File: src/rtl/ov5640_cfg_pkg.sv
// Shared constants, table entry type and bring-up register table for the
// OV5640 configuration sequencer.
package ov5640_cfg_pkg;

    localparam int OV_REG_NUM = 285;
    localparam int OV_IDX_W   = 9;

    localparam logic [3:0] CMD_START = 4'b0001;
    localparam logic [3:0] CMD_WRITE = 4'b0010;
    localparam logic [3:0] CMD_READ  = 4'b0100;
    localparam logic [3:0] CMD_STOP  = 4'b1000;

    localparam logic [7:0]  OV_WR_ID     = 8'h78;
    localparam logic [7:0]  OV_RD_ID     = 8'h79;
    localparam logic [15:0] OV_SYS_CTRL0 = 16'h3008;

    typedef struct packed {
        logic [15:0] addr;
        logic [7:0]  data;
    } cfg_entry_t;

    // Sensor bring-up sequence; slots past the listed block replay the
    // normal-mode system-control write, which is idempotent.
    function automatic cfg_entry_t ov5640_rom_entry(input logic [OV_IDX_W-1:0] idx);
        cfg_entry_t e;
        case (idx)
            9'd0:  e = 24'h310311;
            9'd1:  e = 24'h300882;
            9'd2:  e = 24'h300842;
            9'd3:  e = 24'h310303;
            9'd4:  e = 24'h3017ff;
            9'd5:  e = 24'h3018ff;
            9'd6:  e = 24'h30341a;
            9'd7:  e = 24'h303713;
            9'd8:  e = 24'h310801;
            9'd9:  e = 24'h363036;
            9'd10: e = 24'h36310e;
            9'd11: e = 24'h3632e2;
            9'd12: e = 24'h363312;
            9'd13: e = 24'h3621e0;
            9'd14: e = 24'h3704a0;
            9'd15: e = 24'h37035a;
            9'd16: e = 24'h371578;
            9'd17: e = 24'h371701;
            9'd18: e = 24'h370b60;
            9'd19: e = 24'h37051a;
            9'd20: e = 24'h390502;
            9'd21: e = 24'h390610;
            9'd22: e = 24'h39010a;
            9'd23: e = 24'h373112;
            9'd24: e = 24'h360008;
            9'd25: e = 24'h360133;
            9'd26: e = 24'h302d60;
            9'd27: e = 24'h362052;
            9'd28: e = 24'h371b20;
            9'd29: e = 24'h471c50;
            9'd30: e = 24'h3a1343;
            9'd31: e = 24'h3a1800;
            9'd32: e = 24'h3a19f8;
            9'd33: e = 24'h363513;
            9'd34: e = 24'h363603;
            9'd35: e = 24'h363440;
            9'd36: e = 24'h362201;
            default: e = {OV_SYS_CTRL0, 8'h02};
        endcase
        return e;
    endfunction

endpackage

File: src/rtl/ov5640_cfg_ctrl.sv
// Walks the OV5640 register table and issues each entry as a four-byte I2C
// write through the byte engine, retrying NACKed registers.
module ov5640_cfg_ctrl
    import ov5640_cfg_pkg::*;
#(
    parameter int         REG_NUM   = OV_REG_NUM,
    parameter int         IDX_W     = OV_IDX_W,
    parameter int         INIT_DLY  = 1000000,
    parameter int         SWRST_DLY = 250000,
    parameter int         MAX_RETRY = 3,
    parameter logic [7:0] WR_ID     = OV_WR_ID
) (
    input  logic             clk,
    input  logic             rst_n,
    input  logic             cfg_start,
    output logic [IDX_W-1:0] cfg_index,
    input  logic [23:0]      cfg_data,
    output logic             req,
    output logic [3:0]       cmd,
    output logic [7:0]       dout,
    input  logic             done,
    input  logic             slave_ack,
    output logic             busy,
    output logic             cfg_done,
    output logic             cfg_err,
    output logic [IDX_W-1:0] err_index
);

    localparam logic [3:0] S_PWR_WAIT   = 4'd0;
    localparam logic [3:0] S_LOAD       = 4'd1;
    localparam logic [3:0] S_REQ        = 4'd2;
    localparam logic [3:0] S_WAIT       = 4'd3;
    localparam logic [3:0] S_CHECK      = 4'd4;
    localparam logic [3:0] S_SWRST_WAIT = 4'd5;
    localparam logic [3:0] S_NEXT       = 4'd6;
    localparam logic [3:0] S_DONE       = 4'd7;
    localparam logic [3:0] S_FAIL       = 4'd8;

    localparam int               RTY_W      = (MAX_RETRY < 1) ? 1 : $clog2(MAX_RETRY + 1);
    localparam logic [RTY_W-1:0] MAX_RTY    = RTY_W'(MAX_RETRY);
    localparam logic [RTY_W-1:0] RTY_ONE    = RTY_W'(1);
    localparam logic [19:0]      INIT_LAST  = 20'(INIT_DLY - 1);
    localparam logic [19:0]      SWRST_LAST = 20'(SWRST_DLY - 1);
    localparam logic [IDX_W-1:0] LAST_IDX   = IDX_W'(REG_NUM - 1);
    localparam logic [IDX_W-1:0] IDX_ONE    = IDX_W'(1);

    logic [3:0]       state_q,    state_d;
    logic [19:0]      cnt_q,      cnt_d;
    logic             load_ph_q,  load_ph_d;
    logic [1:0]       byte_cnt_q, byte_cnt_d;
    logic             nack_q,     nack_d;
    logic [RTY_W-1:0] retry_q,    retry_d;
    cfg_entry_t       shadow_q,   shadow_d;
    logic [IDX_W-1:0] idx_q,      idx_d;
    logic             req_q,      req_d;
    logic [3:0]       cmd_q,      cmd_d;
    logic [7:0]       dout_q,     dout_d;
    logic             busy_q,     busy_d;
    logic             done_q,     done_d;
    logic             err_q,      err_d;
    logic [IDX_W-1:0] err_idx_q,  err_idx_d;

    always_comb begin
        state_d    = state_q;
        load_ph_d  = load_ph_q;
        byte_cnt_d = byte_cnt_q;
        nack_d     = nack_q;
        retry_d    = retry_q;
        shadow_d   = shadow_q;
        idx_d      = idx_q;
        req_d      = 1'b0;
        cmd_d      = cmd_q;
        dout_d     = dout_q;
        busy_d     = busy_q;
        done_d     = done_q;
        err_d      = err_q;
        err_idx_d  = err_idx_q;

        case (state_q)
            S_PWR_WAIT: begin
                busy_d    = 1'b1;
                load_ph_d = 1'b0;
                if (cnt_q == INIT_LAST) state_d = S_LOAD;
            end
            S_LOAD: begin
                if (!load_ph_q) begin
                    load_ph_d = 1'b1;
                end else begin
                    load_ph_d  = 1'b0;
                    shadow_d   = cfg_data;
                    nack_d     = 1'b0;
                    byte_cnt_d = 2'd0;
                    req_d      = 1'b1;
                    cmd_d      = CMD_START | CMD_WRITE;
                    dout_d     = WR_ID;
                    state_d    = S_REQ;
                end
            end
            S_REQ: state_d = S_WAIT;
            S_WAIT: begin
                if (done) begin
                    nack_d = nack_q | slave_ack;
                    if (byte_cnt_q != 2'd3) begin
                        byte_cnt_d = byte_cnt_q + 2'd1;
                        req_d      = 1'b1;
                        state_d    = S_REQ;
                        // byte_cnt_q is the byte just completed; load the next one
                        case (byte_cnt_q)
                            2'd0: begin
                                cmd_d  = CMD_WRITE;
                                dout_d = shadow_q.addr[15:8];
                            end
                            2'd1: begin
                                cmd_d  = CMD_WRITE;
                                dout_d = shadow_q.addr[7:0];
                            end
                            default: begin
                                cmd_d  = CMD_WRITE | CMD_STOP;
                                dout_d = shadow_q.data;
                            end
                        endcase
                    end else begin
                        state_d = S_CHECK;
                    end
                end
            end
            S_CHECK: begin
                if (nack_q) begin
                    if (retry_q < MAX_RTY) begin
                        retry_d = retry_q + RTY_ONE;
                        state_d = S_LOAD;
                    end else begin
                        err_d     = 1'b1;
                        err_idx_d = idx_q;
                        busy_d    = 1'b0;
                        state_d   = S_FAIL;
                    end
                end else if (shadow_q.addr == OV_SYS_CTRL0 && shadow_q.data[7]) begin
                    state_d = S_SWRST_WAIT;
                end else begin
                    state_d = S_NEXT;
                end
            end
            S_SWRST_WAIT: begin
                if (cnt_q == SWRST_LAST) state_d = S_NEXT;
            end
            S_NEXT: begin
                retry_d = '0;
                if (idx_q == LAST_IDX) begin
                    done_d  = 1'b1;
                    busy_d  = 1'b0;
                    state_d = S_DONE;
                end else begin
                    idx_d   = idx_q + IDX_ONE;
                    state_d = S_LOAD;
                end
            end
            S_DONE, S_FAIL: begin
                busy_d = 1'b0;
                if (cfg_start) begin
                    done_d  = 1'b0;
                    err_d   = 1'b0;
                    retry_d = '0;
                    idx_d   = '0;
                    busy_d  = 1'b1;
                    state_d = S_LOAD;
                end
            end
            default: state_d = S_PWR_WAIT;
        endcase
    end

    // Delay counter restarts on every state change and saturates.
    always_comb begin
        cnt_d = cnt_q;
        if (state_d != state_q) cnt_d = '0;
        else if (cnt_q != 20'hFFFFF) cnt_d = cnt_q + 20'd1;
    end

    always_ff @(posedge clk or negedge rst_n) begin
        if (!rst_n) begin
            state_q    <= S_PWR_WAIT;
            cnt_q      <= '0;
            load_ph_q  <= 1'b0;
            byte_cnt_q <= '0;
            nack_q     <= 1'b0;
            retry_q    <= '0;
            shadow_q   <= '0;
            idx_q      <= '0;
            req_q      <= 1'b0;
            cmd_q      <= '0;
            dout_q     <= '0;
            busy_q     <= 1'b0;
            done_q     <= 1'b0;
            err_q      <= 1'b0;
            err_idx_q  <= '0;
        end else begin
            state_q    <= state_d;
            cnt_q      <= cnt_d;
            load_ph_q  <= load_ph_d;
            byte_cnt_q <= byte_cnt_d;
            nack_q     <= nack_d;
            retry_q    <= retry_d;
            shadow_q   <= shadow_d;
            idx_q      <= idx_d;
            req_q      <= req_d;
            cmd_q      <= cmd_d;
            dout_q     <= dout_d;
            busy_q     <= busy_d;
            done_q     <= done_d;
            err_q      <= err_d;
            err_idx_q  <= err_idx_d;
        end
    end

    assign cfg_index = idx_q;
    assign req       = req_q;
    assign cmd       = cmd_q;
    assign dout      = dout_q;
    assign busy      = busy_q;
    assign cfg_done  = done_q;
    assign cfg_err   = err_q;
    assign err_index = err_idx_q;

endmodule

File: config.mk
export PLATFORM = sky130hd
export DESIGN_NAME = ov5640_cfg_ctrl
export DESIGN_NICKNAME = d
export VERILOG_FILES = /design/src/rtl/ov5640_cfg_pkg.sv /design/src/rtl/ov5640_cfg_ctrl.sv
export SDC_FILE = /design/constraint.sdc
export NUM_CORES = 1
export LEC_CHECK = 0
export ABC_AREA = 0
export CORE_UTILIZATION = 50
export DETAILED_ROUTE_END_ITERATION = 10
export PLACE_DENSITY = 0.75
export SLEW_MARGIN = 20
export SYNTH_ARGS = -nofsm -noshare
export SYNTH_HDL_FRONTEND = slang
export SYNTH_SLANG_ARGS = --single-unit
export TNS_END_PERCENT = 50
File: constraint.sdc
create_clock -name clk -period 2.4 [get_ports clk]
set_input_delay 0.6 -clock clk [delete_from_list [all_inputs] [get_ports clk]]
set_output_delay 0.6 -clock clk [all_outputs]
set_load 0.005 [all_outputs]
Yosys cells after proc, flatten, opt, wreduce, memory -nomap -nowiden

Cells that the tools add are included.

Flip-flop bits (word level): 88
Output and inout bits: 34

$add $sub $neg: 4
Magnitude comparators: 1
Equal/unequal tests: 25
Muxes and demuxes: 54
Bitwise gates (word level): 2
Reduce and logical (&&, ||, !) cells: 21

Operators by type and width:

| kind                  | number |
|---|---|
| $mux 4                | 11 |
| $mux 20               | 2 |
| $pmux 4 s8            | 1 |
| $pmux 8 s2            | 2 |
| $mux 8                | 3 |
| $add 20x1->20 const B | 1 |
| $eq 20x18->1 const B  | 1 |
| $eq 20x20->1 const B  | 1 |
| $ne 2x2->1 const B    | 10 |
| $ne 20x20->1 const B  | 1 |
| $mux 9                | 2 |
| $pmux 9 s2            | 1 |
| $eq 16x14->1 const B  | 1 |
| $eq 4x3->1 const B    | 4 |
| $reduce_and 4->1      | 4 |
| $mux 1                | 14 |
| $mux 2                | 7 |
| $reduce_and 3->1      | 4 |
| $pmux 1 s2            | 5 |
| $reduce_bool 2->1     | 5 |
| $add 9x1->9 const B   | 1 |
| $eq 9x9->1 const B    | 1 |
| $eq 4x2->1 const B    | 2 |
| $pmux 4 s2            | 1 |
| other kinds (19)      | 22 |

Logic depth before layout (Yosys ltp)

Depth after elaboration: 7
Depth in mapped cells: 10
Mapped depth without buffers: 9

Worst setup path before layout

OpenSTA, ideal clock, no wires.

Path type: reg-to-reg
From: register idx_q[6], in the netlist cfg_index[6]
To: register cnt_q[18]
Setup time: 0.096 ns
Arrival time: 2.021 ns
Required time: 2.304 ns
Slack: 0.284 ns
Stages on the path, launching flop included: 8
Buffers on the path: 1
Period minus slack after synthesis: 2.116 ns
Path through: dfrtp_1 > or4b_1 > nor3_2 > a211oi_1 > mux2i_1 > nand3_1 > buf_2 > nor4_2

Word-level cells in the longest chain between the ends: 5
Elaborated cells on any way between the ends: 6
Classes of those cells: 2 x eq/ne; 3 x mux; 1 x reduce/logical

Ends and longest elaborated chain:

| what                                         | line                   | source |
|---|---|---|
| start: declaration                           | ov5640_cfg_ctrl.sv:54  | `logic [IDX_W-1:0] idx_q, idx_d;` |
| start signal: assignment                     | ov5640_cfg_ctrl.sv:205 | `idx_q <= idx_d;` |
| $eq 9x9->1 *                                 | ov5640_cfg_ctrl.sv:149 | `if (idx_q == LAST_IDX) begin` |
| $mux 3 *                                     | ov5640_cfg_ctrl.sv:149 |  |
| $pmux 4 s8 *                                 | ov5640_cfg_ctrl.sv:79  | `case (state_q)` |
| $ne 4x4->1 *                                 | ov5640_cfg_ctrl.sv:176 | `if (state_d != state_q) cnt_d = '0;` |
| $mux 20 or $reduce_bool 2->1 (tied branches) | -                      |  |
| end signal: assignment                       | ov5640_cfg_ctrl.sv:199 | `cnt_q <= cnt_d;` |
| end: declaration                             | ov5640_cfg_ctrl.sv:48  | `logic [19:0] cnt_q, cnt_d;` |

Every way passes the cells marked *; elsewhere a longest branch is shown, timed or not.
A chain may end at the register's enable or synchronous reset.

Worst setup path in the final report

From: register cnt_q[8]
To: register cnt_q[11]

Word-level cells in the longest chain between the ends: 5
Elaborated cells on any way between the ends: 11
Classes of those cells: 1 x add/sub; 4 x eq/ne; 5 x mux; 1 x reduce/logical

Ends and longest elaborated chain:

| what                                         | line                                          | source |
|---|---|---|
| $eq 20x18->1 or $eq 20x20->1 (tied branches) | ov5640_cfg_ctrl.sv:145, ov5640_cfg_ctrl.sv:83 |  |
| $mux 4 (on tied branches)                    | ov5640_cfg_ctrl.sv:145, ov5640_cfg_ctrl.sv:83 |  |
| $pmux 4 s8 *                                 | ov5640_cfg_ctrl.sv:79                         |  |
| named net state_d[0]                         | ov5640_cfg_ctrl.sv:47                         | `logic [3:0] state_q, state_d;` |
| $ne 4x4->1 *                                 | ov5640_cfg_ctrl.sv:176                        |  |
| $mux 20 or $reduce_bool 2->1 (tied branches) | -                                             |  |

The timed path passes the listed nets; every way through them passes the cells marked *. The select of a mux whose other input is x is not followed.

==> key figures <==
STA
  – Final setup TNS: 0 ns
  – Fin crit period: roughly 2.3 ns
  – Clk_skew: roughly 0.011 ns
  – Slew HR: around 65%
  – Worst-margin pin slew: around 0.52 ns
  – Hold WS: approximately 0.19 ns
  – Hold Vio Cnt, Final: 0
  – Final Slew Violations: 0
  – Period utilisation layout: 95.9%
  – Count of final setup violators: 0
  – Slack of the critical path: approximately 0.099 ns
  – Fmax: about 430 MHz

Yosys
  – Most frequent cell after synthesis: nand2_1
  – Main synth FF type: dfrtp_1
  – Yosys reg bits: slightly below 90
  – Synth Cell Area: 0.00422 mm^2
  – Synth area leaders: dfrtp_1 (52%), nand2_1 (9.3%), xor2_1 (3.3%), nor3_1 (3.2%), mux2_2 (2.9%)
  – Post-synth cell types: 52
  – EDFF count, synth: 0
  – Syn Nets: between 400 and 500
  – Synth cell count leaders: nand2_1 (105), dfrtp_1 (87), nor2_1 (27), nor3_1 (27), nand3_1 (21)
  – Synth Warn #: 0
  – Post-synth top area cell: dfrtp_1
  – Synthesized area per cell: 9.39 um^2
  – Cells after synthesis: 450
  – Seq/Total Area, Yosys: 51.5%
  – Post-synth top area share: between 50% and 60%
  – Async SR Flop Fraction: 100%

Global routing
  – Number of global-route vias before repair: ~3,400
  – GR Overflow Total: 0
  – Gr usage total: a little under a quarter
  – First-pass GRT wire length: around 16 mm
  – Initial antenna violation count: 0
  – Maximum number of pins on one net before global-route repair: 55

Floorplan
  – Die width: roughly 94 um
  – Die ar.: just under 0.009 mm^2
  – Row Count: 33
  – Starting density of the core: between 50% and 60%
  – Die height: between 90 and 100 um
  – Num ports: 63
  – Core area: roughly 0.008 mm^2

Cells and area
  – Reg area: ~0.0022 mm^2
  – Fillers: about 650
  – Layout cells sized above 1: about an eighth
  – Final net count: approximately 560
  – # diodes: 0
  – Area of the multi-input gates: between 0.0015 and 0.002 mm^2
  – Synth-to-Final Area Change: 27.3%

Setup path
  – Critical Path AT: between 2 and 3 ns
  – Setup crit start kind: flop
  – Crit path launch: cnt_q[8]
  – Worst r2r src: cnt_q[8]
  – Worst EP required: 2.66 ns
  – Worst-path fanout max: 8
  – FF-to-FF End: cnt_q[11]
  – WS Path Type: reg -> reg
  – Reg2reg setup slack: slightly below 0.1 ns
  – R2R depth: 9
  – Type of destination of the critical path: flop
  – Crit path to: cnt_q[11]

Outcome
  – Status: completed

Detailed routing
  – Avg WL per Cell: around 15 um
  – DR iter-0 viols: 186
  – DRC Markers: 0
  – WL final: ~9.4 mm
  – Antenna viol nets, final: 0
  – First-pass iteration count of the detailed router: 5
  – Vias: roughly 3,500
  – Vias per cell: 5.57

Clock tree
  – Clk root buf: clkbuf_8
  – CTS tree: done
  – Clock Sinks: 87
  – Inserted Clock Buffers: 9
  – Worst-Skew Late Latency: roughly 0.36 ns
  – Post-CTS Hold Buffers: 0
  – Reg clk slew, reported paths: around 0.090 ns
  – CTS HTree Levels: 3
  – Longest Clk Path Bufs: 2

Placement
  – IO Port Bufs: between 60 and 70
  – DP HPWL: approximately 6.6 mm
  – Worst slack, placed: -0.182 ns
  – RePlAce Congestion: roughly 0.87

Flow run
  – Max_cap viols: 0

Power
  – Leakage Power: ~0.0025 uW
  – Max VDD drop: roughly 0.63 mV
  – Power per cell area: 1040 mW/mm^2

Min path
  – Worst hold-check path type: in -> async
==> how the worst min path moves through the flow <==
stage	start	to	slack (ns)
finish	rst_n	cnt_q[5]	0.19
global route	rst_n	cnt_q[3]	0.20
CTS	rst_n	cnt_q[5]	0.19
detailed placement	cmd[1]	cmd[1]	0.46
global placement	shadow_q[5]	shadow_q[5]	0.46
floorplan	rst_n	busy	0.30
==> per-stage QoR <==
step / util, % / cell area, um^2 / total power (uW) / instances
final: 65.8 / 5380 / 5590 / 635
after global placement: 62.6 / 5120 / 4340 / 618
after CTS: 65.3 / 5340 / 5580 / 634
after floorplan: - / 4220 / 3400 / 450
after detailed placement: 62.6 / 5120 / 4430 / 618
after global routing: 65.8 / 5380 / 5970 / 635
==> critical path, stage by stage (launching register included) <==
cell     delay, ns
dfrtp_1       0.42
or4_1         0.54
nor2_2        0.13
nand4_1       0.15
a31oi_1       0.22
nand2_1       0.11
xnor2_1       0.13
buf_4         0.16
buf_12        0.13
nor3_1        0.21
==> report_power, final <==
part | switching [uW] | internal, uW | total (uW) | leakage [uW]
logic | 1150 | 1090 | 2230 | 0.00125
registers | 327 | 1890 | 2210 | 0.00111
clock network | 525 | 616 | 1140 | 0.000110
==> sequential cells by signal (all words and copies together), names as in the netlist, 2 cells and up <==
signal,flops
err_index,9
cnt_q,20
cfg_index,9
cmd,3
byte_cnt_q,2
shadow_q,24
dout,8
retry_q,2
state_q,4
==> area by class of cell <==
class | instances | share of cell area [%]
flip-flops and latches | 87 | 40.5
multi-input cells | 330 | 36.2
repair buffers | 89 | 16.1
clock buffers | 11 | 2.63
well taps | 105 | 2.44
clock inverters | 5 | 1.51
inverters | 8 | 0.558
==> per-layer routing <==
metal | part of all wire (%) | vias to the layer above | track usage (%)
li1 | - | 1709 | -
met4 | 1.4 | 0 | 8.85
met5 | 0 | - | 0
met1 | 45 | 1716 | 31.1
met3 | 4.7 | 11 | 4.53
met2 | 49 | 103 | 37.8
==> timing repair <==
| item | CTS | global route |
|---|---|---|
| setup endpoints to repair | 0 | 21 |
| hold endpoints to repair | 0 | 0 |
| resized for setup | 0 | 8 |
| setup buffers | 0 | 1 |
==> placed cells by master, fill, tap and decap left out, types with 6 or more instances in the layout <==
master / count
clkbuf_8: 10
clkdlybuf4s50_1: 60
buf_4: 25
xor2_1: 16
nor3_2: 6
ha_1: 7
nor3_1: 22
nand4_1: 6
and3_1: 14
inv_1: 8
nand2_1: 105
a21oi_1: 12
o21ai_0: 15
nand3_1: 21
mux2_2: 11
dfrtp_1: 86
a31oi_1: 6
nor2_1: 26
==> cell families (layout without fill, tap and decap cells) <==
logic type	after synthesis	after routing	share of synthesized area (%)
simple gates	230	230	26.3
flops	87	87	51.5
compound gates	58	58	9.03
buf+inv	33	113	3.17
xor+xnor	19	19	3.94
mux	15	15	3.88
fa+ha+maj	7	7	2.07
other cells	1	1	0.0888
Power figures use the tool's default switching activity.
